**src/rtl/reg_dump_pkg.sv**
```systemverilog
`default_nettype none
// ============================================================================
//  Module   : reg_dump_pkg
//  Purpose  : Shared types and constants for the register-file dump reader.
//             Holds the dump FSM state encoding and the default register
//             count.
//  Ports    : none (package)
//  Revision : 1.0  initial release
// ============================================================================
package reg_dump_pkg;

    localparam int REG_DUMP_AW    = 5;
    localparam int REG_DUMP_NREGS = 2 ** REG_DUMP_AW;

    // SUM is only reachable when the checksum word is built in.
    typedef enum logic [2:0] {
        IDLE = 3'd0,
        LOAD = 3'd1,
        SEND = 3'd2,
        SUM  = 3'd3,
        DONE = 3'd4
    } state_t;

endpackage
`default_nettype wire

```
**src/rtl/reg_dump_xor_acc.sv**
```systemverilog
`default_nettype none
// ============================================================================
//  Module   : reg_dump_xor_acc
//  Purpose  : XOR accumulator used to build the dump checksum word.
//  Ports    : clk, rst      - clock, synchronous active-high reset
//             clear         - zero the accumulator (has priority over en)
//             en            - fold data into the accumulator this edge
//             data [DATA_W] - word to fold in
//             acc  [DATA_W] - registered running XOR
//  Revision : 1.0  initial release
// ============================================================================
module reg_dump_xor_acc #(
    parameter int DATA_W = 32
) (
    input  logic              clk,
    input  logic              rst,
    input  logic              clear,
    input  logic              en,
    input  logic [DATA_W-1:0] data,
    output logic [DATA_W-1:0] acc
);

    logic [DATA_W-1:0] r_acc;

    always_ff @(posedge clk) begin
        if (rst || clear) begin
            r_acc <= '0;
        end else if (en) begin
            r_acc <= r_acc ^ data;
        end
    end

    assign acc = r_acc;

endmodule
`default_nettype wire

```
**src/rtl/reg_dump.sv**
```systemverilog
`default_nettype none
// ============================================================================
//  Module   : reg_dump
//  Purpose  : Debug reader for the register file. A start pulse stalls the
//             core, walks addresses 0..2^AW-1 on read port A and streams each
//             word over a valid/ready handshake tagged with its index, then
//             pulses done for one cycle.
//  Config   : REG_DUMP_CHECKSUM_EN - when defined, a final word with index
//             2^AW carrying the XOR of all dumped words is appended.
//  Ports    : clk, rst            - clock, synchronous active-high reset
//             start               - dump request (honoured only when idle)
//             stall               - core hold while a dump is running
//             Ra   [AW]           - register file port A address
//             busA [DATA_W]       - register file port A read data
//             out_valid/out_ready - output handshake
//             out_data [DATA_W]   - dumped word
//             out_idx  [AW+1]     - index of out_data (2^AW = checksum)
//             done                - one-cycle completion pulse
//  Revision : 1.0  initial release
// ============================================================================
module reg_dump
    import reg_dump_pkg::*;
#(
    parameter int DATA_W = 32,
    parameter int AW     = 5
) (
    input  logic              clk,
    input  logic              rst,
    input  logic              start,
    output logic              stall,
    output logic [AW-1:0]     Ra,
    input  logic [DATA_W-1:0] busA,
    output logic              out_valid,
    input  logic              out_ready,
    output logic [DATA_W-1:0] out_data,
    output logic [AW:0]       out_idx,
    output logic              done
);

    localparam logic [AW:0] c_LAST_IDX = (AW+1)'(2 ** AW - 1);

    state_t            r_state;
    logic [AW:0]       r_idx;
    logic              r_stall;
    logic              r_outValid;
    logic [DATA_W-1:0] r_outData;
    logic [AW:0]       r_outIdx;
    logic              r_done;

    logic              w_handshake;

    assign w_handshake = r_outValid && out_ready;

`ifdef REG_DUMP_CHECKSUM_EN
    localparam logic [AW:0] c_SUM_IDX = (AW+1)'(2 ** AW);

    logic [DATA_W-1:0] w_acc;
    logic              w_accClear;
    logic              w_accEn;

    // Clear on an accepted start; fold each word in as it is captured.
    assign w_accClear = (r_state == IDLE) && start;
    assign w_accEn    = (r_state == LOAD);

    reg_dump_xor_acc #(
        .DATA_W (DATA_W)
    ) u_xorAcc (
        .clk   (clk),
        .rst   (rst),
        .clear (w_accClear),
        .en    (w_accEn),
        .data  (busA),
        .acc   (w_acc)
    );
`endif

    always_ff @(posedge clk) begin
        if (rst) begin
            r_state    <= IDLE;
            r_idx      <= '0;
            r_stall    <= 1'b0;
            r_outValid <= 1'b0;
            r_outData  <= '0;
            r_outIdx   <= '0;
            r_done     <= 1'b0;
        end else begin
            r_done <= 1'b0;
            case (r_state)
                IDLE: begin
                    if (start) begin
                        r_idx   <= '0;
                        r_stall <= 1'b1;
                        r_state <= LOAD;
                    end
                end
                LOAD: begin
                    // Ra has been driving r_idx for a full cycle; busA is settled.
                    r_outData  <= busA;
                    r_outIdx   <= r_idx;
                    r_outValid <= 1'b1;
                    r_state    <= SEND;
                end
                SEND: begin
                    if (w_handshake) begin
                        r_outValid <= 1'b0;
                        if (r_idx != c_LAST_IDX) begin
                            r_idx   <= r_idx + 1'b1;
                            r_state <= LOAD;
                        end else begin
`ifdef REG_DUMP_CHECKSUM_EN
                            // The last word was folded in at its LOAD edge,
                            // so the accumulator is already final here.
                            r_outData  <= w_acc;
                            r_outIdx   <= c_SUM_IDX;
                            r_outValid <= 1'b1;
                            r_state    <= SUM;
`else
                            r_done  <= 1'b1;
                            r_state <= DONE;
`endif
                        end
                    end
                end
                SUM: begin
                    if (w_handshake) begin
                        r_outValid <= 1'b0;
                        r_done     <= 1'b1;
                        r_state    <= DONE;
                    end
                end
                DONE: begin
                    r_stall <= 1'b0;
                    r_state <= IDLE;
                end
                default: begin
                    r_state <= IDLE;
                end
            endcase
        end
    end

    assign stall     = r_stall;
    assign Ra        = r_idx[AW-1:0];
    assign out_valid = r_outValid;
    assign out_data  = r_outData;
    assign out_idx   = r_outIdx;
    assign done      = r_done;

endmodule
`default_nettype wire

```
**config.mk**
```make
export PLATFORM = sky130hd
export DESIGN_NAME = reg_dump
export DESIGN_NICKNAME = d
export VERILOG_FILES = /design/src/rtl/reg_dump_pkg.sv /design/src/rtl/reg_dump_xor_acc.sv /design/src/rtl/reg_dump.sv
export SDC_FILE = /design/constraint.sdc
export NUM_CORES = 1
export LEC_CHECK = 0
export BUFFER_PORTS_ARGS = -buffer_cell sky130_fd_sc_hd__buf_2
export CORE_ASPECT_RATIO = 1.1
export CORE_UTILIZATION = 50
export CTS_CLUSTER_SIZE = 14
export DETAILED_ROUTE_END_ITERATION = 16
export PLACE_DENSITY = 0.91
export SLEW_MARGIN = 20
export SYNTH_ARGS = -nofsm -noshare
export SYNTH_HDL_FRONTEND = slang
export SYNTH_SLANG_ARGS = --single-unit
```
**constraint.sdc**
```tcl
create_clock -name clk -period 3.29 [get_ports clk]
set_clock_uncertainty 0.15 [all_clocks]
set_input_delay 0.1645 -clock clk [delete_from_list [all_inputs] [get_ports clk]]
set_output_delay 0.1645 -clock clk [all_outputs]
set_load 0.1 [all_outputs]
```
# Word-level counts from Yosys, hierarchy flattened
# Index checks and enable logic that the tools add are counted.
classes:
  n_addsub: 1
  n_eq_ne: 10
  muxes: 17
  reduce_logical: 10
op_table:
  columns: ["cell", "count"]
  rows:
  - ["$mux 6", 3]
  - ["$mux 3", 4]
  - ["$pmux 3 s4", 1]
  - ["$pmux 6 s2", 1]
  - ["$ne 2x2->1 const B", 4]
  - ["$add 6x1->6 const B", 1]
  - ["$eq 3x2->1 const B", 2]
  - ["$ne 6x5->1 const B", 1]
  - ["$pmux 1 s2", 3]
  - ["$reduce_bool 2->1", 3]
  - ["$mux 1", 5]
  - ["$reduce_and 2->1", 2]
  - ["$reduce_and 4->1", 1]
  - ["$eq 3x1->1 const B", 1]
  - ["$eq 3x3->1 const B", 1]
  - ["$logic_not 3->1", 1]
  - ["$reduce_and 3->1", 1]
  - ["$ne 2x1->1 const B", 1]
  - ["$reduce_or 2->1", 1]
  - ["$logic_and 1x1->1", 1]
totals:
  reg_bits: 50
  input_bits: 36
  out_inout_bits: 46
  wordCells: 45

# Depth between registers and ports, before layout
# Gate-level depths: netlist of the first run.
depth:
  ltp_word: 4
  depth_mapped: 7
  depth_no_buf: 5

# Least setup slack after synthesis of the first run
# OpenSTA, ideal clock, no wires.
synth_timing:
  kind: "register to register"
  from: "reg r_outValid (netlist: out_valid)"
  to: "reg r_idx[5]"
  arrival_time_ps: 1819
  slack_ps: 1247
  stages_incl_launch_ff: 5
  n_path_buf: 0
  period_less_slack_ps: 2043
  cell_sequence: "dfxtp_1 -> and3_2 -> o311a_2 -> a41oi_1 -> a31oi_1"
synth_between:
  elab_chain_len: 3
synth_rtl:
  columns: ["element", "line", "rtl"]
  rows:
  - ["from (decl)", "reg_dump.sv:45", "logic r_outValid;"]
  - ["from (signal assigned)", "reg_dump.sv:82", "r_outValid <= 1'b0;"]
  - ["from (signal assigned)", "reg_dump.sv:100", "r_outValid <= 1'b1;"]
  - ["from (signal assigned)", "reg_dump.sv:105", "r_outValid <= 1'b0;"]
  - ["$logic_and 1x1->1", "reg_dump.sv:52", "assign w_handshake = r_outValid && out_ready;"]
  - ["$ne 2x2->1 (no source line)", null, null]
  - ["$reduce_and 4->1 (no source line)", null, null]
  - ["to (signal assigned)", "reg_dump.sv:107", "r_idx <= r_idx + 1'b1;"]
  - ["to (decl)", "reg_dump.sv:43", "logic [AW:0] r_idx;"]
# No other way between the ends.
# A chain may end at the register's enable or synchronous reset.

# Final worst setup path of the first run
layout_timing:
  from: "reg r_state[0]"
  to: "reg r_outData[20] (netlist: out_data[20])"
layout_between:
  elab_chain_len: 1
layout_rtl:
  columns: ["element", "line", "rtl"]
  rows:
  - ["from (decl)", "reg_dump.sv:42", "state_t r_state;"]
  - ["from (signal assigned)", "reg_dump.sv:79", "r_state <= IDLE;"]
  - ["from (signal assigned)", "reg_dump.sv:93", "r_state <= LOAD;"]
  - ["from (signal assigned)", "reg_dump.sv:101", "r_state <= SEND;"]
  - ["$eq 3x1->1", "reg_dump.sv:88", "case (r_state)"]
  - ["to (signal assigned)", "reg_dump.sv:98", "r_outData <= busA;"]
  - ["to (decl)", "reg_dump.sv:46", "logic [DATA_W-1:0] r_outData;"]
# No other way between the ends.

==> results.py, run 1 <==
metrics = {
    "min_path": {
        "min_from": "out_ready",
        "hold_depth": 3,
        "hold_end": "r_state[2]",
        "min_path_type": "in -> reg",
    },
    "setup_path": {
        "endpoint_kind": "flip-flop",
        "cpPeakStageDelay_ps": 460,
        "worstSetupPathType": "reg -> reg",
        "regToRegEndpoint": "out_data[20]",
        "worstPathRequired_ps": 3360,
        "cp-start-kind": "flip-flop",
        "reg2reg_depth": 5,
        "crit_chain": "inv_1 -> nor3_2 -> buf_4 -> nand2_1 -> a21oi_1",
        "arrival_ps": 2000,
        "reg2reg_setup_slack_ps": 1360,
        "r2r_start": "r_state[0]",
        "path_max_fanout": 30,
        "cpMaxStageDelayCell": "nor3_2",
    },
    "synth": {
        "synthCells": 232,
        "synthTopCellsByCount": "nand2_1, dfxtp_1, a21oi_1, clkbuf_1, buf_4",
        "synth_top_area_cell": "dfxtp_1",
        "synth_edf_count": 0,
        "ys_ff_latch": 50,
        "ys_warn_count": 0,
        "synth_nets": 269,
        "synth-main-ff-cell": "dfxtp_1",
        "yosys-top-cells-area": "dfxtp_1, nand2_1, a21oi_1, buf_4, clkbuf_1",
        "ys_async_sr_fraction": 0,
        "synth.most_common_cell": "nand2_1",
        "synthDistinctLibCells": 30,
        "syn_area_mm2": 0.00191,
        "avgSynthCellArea_um2": 8.25,
        "ys_seq_area_frac": 0.523,
        "synth_top_area_share": 0.523,
    },
    "run_status": {
        "status": "completed",
    },
    "detailed_routing": {
        "wl_per_cell_um": 12.8,
        "antenna_left": 0,
        "routed_via_density": 5.08,
        "drc_errors": 0,
        "drt_wl_total_um": 4950,
        "vias": 1961,
        "dr.pass1.iters": 4,
        "drtIter0Drc": 165,
    },
    "sta": {
        "slew_headroom": 0.452,
        "tns_ps": 0,
        "worst_slew_pin_slew_ps": 821,
        "timing.final.crit_share": 0.587,
        "whs_ps": 9.05,
        "final-setup-viol-count": 0,
        "max_freq_ghz": 0.518,
        "drv_slew": 0,
        "grt_setup_unrepaired": "false",
        "period_minus_slack_ps": 1930,
        "hold_violations": 0,
    },
    "global_routing": {
        "grt_pass1_wl_um": 7530,
        "grt_pass1_vias": 1750,
        "overflow": 0,
        "grt_start_max_net_pins": 48,
        "track_usage": 0.247,
        "antenna_found_initial": 0,
    },
    "final_layout": {
        "fin_util": 0.745,
        "area_growth_pct": 42.2,
        "drive_gt1_frac": 0.295,
        "fin_nets": 372,
        "layout.cells.non_filler": 386,
        "antennaDiodeCount": 0,
    },
    "die": {
        "core_mm2": 0.00365,
        "num_rows": 23,
        "die_w_um": 61.0,
        "io_pins": 82,
        "die_h_um": 66.9,
        "die_area_mm2": 0.00408,
        "initial_utilization": 0.524,
    },
    "cts": {
        "htreeDepth": 2,
        "numCtsBuffers": 5,
        "cts_resized": 0,
        "cts_tree": "yes",
        "clock-sinks": 50,
        "cts_setup_buffers": 0,
        "clock_latency_ps": 300,
        "cts.clk_slew.worst_paths_ps": 90,
        "holdBufCountCts": 32,
        "clock_path_buffers": 2,
        "clock-root-buffer": "clkbuf_8",
    },
    "power_and_ir_drop": {
        "power.switching_uw": 484,
        "p_seq_frac": 0.455,
        "power_frac_clock": 0.301,
        "powerDensity_mw_per_mm2": 525,
        "ir_drop_mv": 0.417,
        "power_frac_comb": 0.243,
        "p_int_uw": 944,
        "p_sw_frac": 0.339,
        "total_leakage_power_uw": 0.00120,
    },
    "placed_design": {
        "gp_congestion": 0.840,
        "dp_hpwl_um": 2740,
        "dp_cells": 346,
        "portBuffers": 81,
    },
    "run": {
        "maxCapViolCount": 0,
    },
}
state kept, by name (all words and copies together), names as in the netlist:
name,cells
out_data,32
out_idx,6
r_idx,6
r_state,3
done,1
out_valid,1
stall,1
final cells by class:
cell class              instances  area [µm²]
repair buffers                115         741
clock buffers                   5        68.8
flip-flops and latches         50        1000
clock inverters                 3        43.8
multi-input cells             159         791
inverters                       4        15.0
fillers                       258         932
well taps                      50        62.6
power groups by stage:
stage	Clock (µW)	Combinational [µW]	Sequential [µW]
floorplan	0	76.1	842
global placement	0	312	662
detailed placement	0	314	663
CTS	441	344	649
global route	462	367	654
finish	430	348	650
placed cells by master, fill, tap and decap left out, drive strengths merged, types with 2 or more instances in the layout:
master / instances
or2b: 2
nand2: 80
buf: 83
dlygate4sd3: 32
a2111oi: 2
nor2: 2
and3: 2
mux2i: 2
a21oi: 46
nand3: 2
a31oi: 4
clkbuf: 5
dfxtp: 50
a41oi: 2
nand2b: 3
nor4b: 2
inv: 5
per-layer routing:
layer  global-route usage  up-vias  routed length, µm
li1                     -      975                  -
met1                0.284      882               2080
met2                0.438       91               2410
met3               0.0621       13                381
met4               0.0824        0                 75
met5                    0        -                  0
worst max path at each step:
stage	from	endpoint	slack (ps)	depth (start not counted)
final	r_state[0]	out_data[20]	1360	5
after global routing	r_state[0]	out_data[7]	1210	5
after CTS	r_state[0]	out_data[11]	1360	5
after detailed placement	rst	r_idx[5]	1380	5
after global placement	r_idx[0]	r_idx[3]	1400	5
after floorplan	out_valid	r_idx[5]	1250	4
cells by family (layout without fill, tap and decap cells):
logic type,Yosys count,count (layout),synth area share
AND/OR/NAND/NOR,97,97,0.220
AO/OA/AOI/OAI,59,59,0.173
flip-flops,50,50,0.523
buffers and inverters,23,127,0.0667
multiplexers,2,2,0.0105
adder cells (fa/ha/maj),1,1,0.00653
stage by stage:
step / worst slack (ps) / power [µW] / area (µm²)
global placement: 1400 / 974 / 2290
floorplan: 1250 / 918 / 1910
detailed placement: 1380 / 977 / 2290
CTS: 1360 / 1430 / 2720
global route: 1210 / 1480 / 2720
finish: 1360 / 1430 / 2720
critical path, delay by kind of cell, from the launching register on:
kind | cells | cell delay (ps)
and+or+nand+nor | 2 | 570
buffers and inverters | 2 | 510
DFF | 1 | 440
AOI/OAI and AO/OA | 1 | 170
Note: power is estimated with default switching activity, not from simulation.
==> run 2: changes to the inputs <==
--- a/config.mk
+++ b/config.mk
@@ -7,10 +7,10 @@
 export LEC_CHECK = 0
 export BUFFER_PORTS_ARGS = -buffer_cell sky130_fd_sc_hd__buf_2
 export CORE_ASPECT_RATIO = 1.1
-export CORE_UTILIZATION = 50
+export CORE_UTILIZATION = 42
 export CTS_CLUSTER_SIZE = 14
 export DETAILED_ROUTE_END_ITERATION = 16
-export PLACE_DENSITY = 0.91
+export PLACE_DENSITY = 0.83
 export SLEW_MARGIN = 20
 export SYNTH_ARGS = -nofsm -noshare
 export SYNTH_HDL_FRONTEND = slang
==> constraint.sdc (replaced) <==
create_clock -name clk -period 1.6 [get_ports clk]
set_clock_uncertainty 0.15 [all_clocks]
set_input_delay 0.08 -clock clk [delete_from_list [all_inputs] [get_ports clk]]
set_output_delay 0.08 -clock clk [all_outputs]
set_load 0.1 [all_outputs]
==> run 2 against run 1 <==
Non-clock buffer count increased by 16. Critical path depth unchanged. Wire length increased by 9.7%. The flow now finishes with violations (setup timing). Worst setup slack got worse by 1500 ps. Fmax increased by 13%. Total power increased by 100%. Core utilization decreased by 8.0 points. Die area increased by 18%. Hold slack improved by 90 ps. Combinational power increased by 110%. Global-route usage decreased by 1.8 points. Highest routed layer unchanged.
==> results.py, run 2 (synthesized netlist as in run 1, its figures left out) <==
metrics = {
    "placed_design": {
        "dp_cells": 364,
        "placed_cell_area_mm2": 0.00243,
        "gp_congestion": 0.826,
        "portBuffers": 81,
        "dp_hpwl_um": 3100,
    },
    "final_layout": {
        "antennaDiodeCount": 0,
        "final_common_cell": "buf_2",
        "drive_gt1_frac": 0.335,
        "fillers": 328,
        "mostFrequentLayoutCells": "buf_2, nand2_1, dfxtp_1, a21oi_1, dlygate4sd3_1",
        "area_growth_pct": 51.1,
        "largest_reg_flops": 32,
        "layout.cells.non_filler": 406,
        "fin_area_mm2": 0.00289,
        "fin_util": 0.665,
        "fin_nets": 388,
    },
    "global_routing": {
        "grt_pass1_vias": 1880,
        "track_usage": 0.230,
        "grt_start_max_net_pins": 46,
        "antenna_found_initial": 0,
        "grt_pass1_wl_um": 8450,
        "overflow": 0,
    },
    "run_status": {
        "status": "finished, violations left",
        "failed_checks": "setup timing",
    },
    "detailed_routing": {
        "drc_errors": 0,
        "drt_wl_total_um": 5430,
        "dr.pass1.iters": 4,
        "drtIter0Drc": 135,
        "routed_via_density": 4.93,
        "vias": 2002,
        "antenna_left": 0,
        "wl_per_cell_um": 13.4,
    },
    "cts": {
        "numCtsBuffers": 5,
        "htreeDepth": 2,
        "cts.clk_slew.worst_paths_ps": 90,
        "clock_path_buffers": 2,
        "cts_tree": "yes",
        "clock_latency_ps": 300,
        "clock-sinks": 50,
        "clock-root-buffer": "clkbuf_8",
    },
    "sta": {
        "worst_slew_pin_slew_ps": 507,
        "timing.final.ws_setup_ps": -109,
        "timing.final.crit_share": 1.07,
        "hold_violations": 0,
        "drv_slew": 0,
        "period_minus_slack_ps": 1710,
        "grt_setup_unrepaired": "true",
        "final-setup-viol-count": 7,
        "slew_headroom": 0.665,
        "tns_ps": -534,
        "max_freq_ghz": 0.585,
    },
    "die": {
        "num_rows": 25,
        "die_area_mm2": 0.00483,
        "io_pins": 82,
        "core_mm2": 0.00435,
        "die_w_um": 66.4,
        "die_h_um": 72.8,
        "initial_utilization": 0.440,
    },
    "setup_path": {
        "endpoint_kind": "flip-flop",
        "arrival_ps": 1790,
        "worstPathRequired_ps": 1680,
        "worstSetupPathType": "reg -> reg",
        "path_max_fanout": 5,
        "cp-start-kind": "flip-flop",
    },
    "run": {
        "maxCapViolCount": 0,
    },
    "power_and_ir_drop": {
        "powerDensity_mw_per_mm2": 1010,
        "finalPower_uw": 2910,
        "total_leakage_power_uw": 0.00128,
        "ir_drop_mv": 0.506,
    },
    "min_path": {
        "min_path_type": "in -> reg",
    },
}
-- run 2: final timing paths --
kind | from | to | slack, ps | cells past startpoint
max | r_idx[1] | r_idx[5] | -110 | 5
min | rst | r_idx[1] | 100 | 5
max reg2reg | r_idx[1] | r_idx[5] | -110 | 5
min reg2reg | out_data[9] | out_data[9] | 300 | 2
-- run 2: report_power, final --
group          internal (µW)  total, µW  switching, µW
Combinational            190        743            553
Sequential              1300       1330           33.7
Clock                    406        834            428
-- run 2: per-layer routing --
metal  GRT usage  part of all wire  wire [µm]  vias to the layer above
met2       0.405              0.49       2670                       84
met1       0.248              0.41       2220                      894
met3      0.0734             0.075        406                       17
li1            -                 -          -                     1007
met4       0.104             0.025        135                        0
met5           0                 0          0                        -
-- run 2: repair_timing --
| action | 4_1_cts | 5_1_grt |
|---|---|---|
| hold buffers | 34 | 0 |
| resized for setup | 1 | 3 |
| pin swaps | 4 | 1 |
| hold endpoints to repair | 37 | 0 |
| buffers inserted | 0 | 0 |
| endpoints found under the setup margin | 8 | 33 |
-- run 2: per-stage QoR --
step	hold slack [ps]	worst slack, ps
global route	114	-177
detailed placement	176	-139
global placement	170	-80.9
finish	99.4	-109
floorplan	66.0	-58.5
CTS	93.0	-109
-- run 2: final cells by class --
class / count / area, µm² / share of cell area
clock buffer: 6 / 93.8 / 0.0324
clock inverter: 2 / 13.8 / 0.00476
inverter: 4 / 15.0 / 0.00519
multi-input combinational: 159 / 817 / 0.282
sequential: 50 / 1010 / 0.350
tap: 54 / 67.6 / 0.0234
timing repair buffer: 131 / 873 / 0.302
-- run 2: worst max-delay path: stages (launching register included) --
cell and delay (ps):
dfxtp_4 370, ha_4 140, nand3_4 80, or3_4 360, a311o_1 350, a31oi_1 190
==> run 3: changes to the inputs <==
--- a/config.mk
+++ b/config.mk
@@ -7,10 +7,10 @@
 export LEC_CHECK = 0
 export BUFFER_PORTS_ARGS = -buffer_cell sky130_fd_sc_hd__buf_2
 export CORE_ASPECT_RATIO = 1.1
-export CORE_UTILIZATION = 42
+export CORE_UTILIZATION = 50
 export CTS_CLUSTER_SIZE = 14
 export DETAILED_ROUTE_END_ITERATION = 16
-export PLACE_DENSITY = 0.83
+export PLACE_DENSITY = 0.91
 export SLEW_MARGIN = 20
 export SYNTH_ARGS = -nofsm -noshare
 export SYNTH_HDL_FRONTEND = slang
==> constraint.sdc (replaced) <==
create_clock -name clk -period 2.2 [get_ports clk]
set_clock_uncertainty 0.15 [all_clocks]
set_input_delay 0.11 -clock clk [delete_from_list [all_inputs] [get_ports clk]]
set_output_delay 0.11 -clock clk [all_outputs]
set_load 0.1 [all_outputs]
==> run 3 against run 2 <==
The run now ends clean. Critical path type unchanged. Non-clock buffer count down 12. Clock power down 30%. First-iteration DRC count up 68%. Wire length down 1.7%. Critical path depth unchanged. Worst setup slack better by 410 ps. Fmax down 10%. Die area down 16%.
==> results.py, run 3 (synthesized netlist as in run 1, its figures left out) <==
metrics = {
    "setup_path": {
        "worstPathRequired_ps": 2280,
        "cp-start-kind": "flip-flop",
        "arrival_ps": 1980,
        "regToRegEndpoint": "r_idx[5]",
        "reg2reg_depth": 5,
        "path_max_fanout": 5,
        "endpoint": "r_idx[5]",
        "reg2reg_setup_slack_ps": 300,
        "worstSetupPathType": "reg -> reg",
        "r2r_start": "r_idx[1]",
        "crit_start": "r_idx[1]",
        "endpoint_kind": "flip-flop",
    },
    "final_layout": {
        "seqCellArea_mm2": 0.00100,
        "final_common_cell": "buf_2",
        "fin_util": 0.754,
        "fillers": 267,
        "fin_nets": 376,
        "multi_input_area_um2": 791,
        "area_growth_pct": 43.9,
        "largest_reg_flops": 32,
        "mostFrequentLayoutCells": "buf_2, nand2_1, dfxtp_1, a21oi_1, dlygate4sd3_1",
        "drive_gt1_frac": 0.294,
        "layout.cells.non_filler": 391,
    },
    "sta": {
        "timing.final.ws_setup_ps": 298,
        "grt_setup_unrepaired": "false",
        "timing.final.crit_share": 0.865,
        "hold_violations": 0,
        "period_minus_slack_ps": 1900,
        "worst_slew_pin_slew_ps": 534,
        "tns_ps": 0,
        "whs_ps": 306,
        "drv_slew": 0,
        "slew_headroom": 0.643,
        "max_freq_ghz": 0.526,
        "final-setup-viol-count": 0,
    },
    "cts": {
        "clock-sinks": 50,
        "numCtsBuffers": 5,
        "clock_latency_ps": 300,
        "cts_tree": "yes",
        "cts.clk_slew.worst_paths_ps": 90,
        "clock-root-buffer": "clkbuf_8",
        "clock_path_buffers": 2,
        "htreeDepth": 2,
        "cts_resized": 0,
    },
    "power_and_ir_drop": {
        "power_frac_comb": 0.253,
        "p_seq_frac": 0.466,
        "power_frac_clock": 0.281,
        "p_sw_frac": 0.347,
        "power.switching_uw": 725,
        "p_int_uw": 1360,
        "ir_drop_mv": 0.519,
        "powerDensity_mw_per_mm2": 758,
        "total_leakage_power_uw": 0.00121,
    },
    "global_routing": {
        "grt_pass1_vias": 1813,
        "overflow": 0,
        "track_usage": 0.282,
        "grt_pass1_wl_um": 8210,
        "grt_start_max_net_pins": 47,
        "antenna_found_initial": 1,
    },
    "detailed_routing": {
        "vias": 2053,
        "drt_wl_total_um": 5340,
        "wl_per_cell_um": 13.7,
        "antenna_left": 0,
        "drtIter0Drc": 227,
        "drc_errors": 0,
        "routed_via_density": 5.25,
        "dr.pass1.iters": 4,
    },
    "min_path": {
        "min_path_type": "reg -> reg",
        "hold_depth": 2,
    },
    "die": {
        "die_area_mm2": 0.00408,
        "initial_utilization": 0.524,
        "die_h_um": 66.9,
        "die_w_um": 61.0,
        "core_mm2": 0.00365,
        "io_pins": 82,
        "num_rows": 23,
    },
    "placed_design": {
        "portBuffers": 81,
        "preCtsSetupSlack_ps": 315,
        "dp_cells": 347,
        "gp_congestion": 0.748,
        "dp_hpwl_um": 2810,
    },
    "run": {
        "maxCapViolCount": 0,
    },
    "run_status": {
        "status": "completed",
    },
}
run 3: worst max-delay path, cell delays in order, from the launching register on:
cell and delay, ps:
dfxtp_1 410, ha_1 250, nand3_1 140, or3_4 370, a311o_1 340, a31oi_1 180
run 3: metrics by stage:
stage	instance area (µm²)	power (µW)
finish	2760	2090
global route	2760	2170
CTS	2750	2090
detailed placement	2300	1460
global placement	2300	1460
floorplan	1910	1370
run 3: cell type report:
class | count | share of cell area
multi-input cells | 159 | 0.287
flip-flops and latches | 50 | 0.363
inverters | 4 | 0.00545
diodes | 1 | 0.000908
clock inverters | 1 | 0.00318
repair buffers | 119 | 0.282
clock buffers | 7 | 0.0350
well taps | 50 | 0.0227
run 3: timing repair:
action | in CTS | in global routing
setup buffers | 0 | 0
hold buffers | 35 | 0
endpoints found under the hold margin | 37 | 0
run 3: how the worst min path moves through the flow:
stage	startpoint	end	slack (ps)
after floorplan	busA[10]	out_data[10]	100
after global placement	busA[15]	out_data[15]	200
after detailed placement	busA[4]	out_data[4]	210
after CTS	out_data[12]	out_data[12]	310
after global routing	out_idx[1]	out_idx[1]	320
final	out_data[11]	out_data[11]	310
run 3: power groups by stage:
stage                     Sequential, µW  Clock [µW]  Combinational [µW]
after CTS                            969         598                 521
after detailed placement             991           0                 473
final                                973         587                 529
after floorplan                     1260           0                 114
after global placement               989           0                 468
after global routing                 979         635                 559
run 3: routing by layer:
metal / share of wire / vias to the layer above / track usage / wire, µm
met3: 0.086 / 16 / 0.0913 / 462
met4: 0.021 / 0 / 0.128 / 113
met5: 0 / - / 0 / 0
met1: 0.39 / 943 / 0.321 / 2090
met2: 0.50 / 110 / 0.471 / 2680
li1: - / 984 / - / -
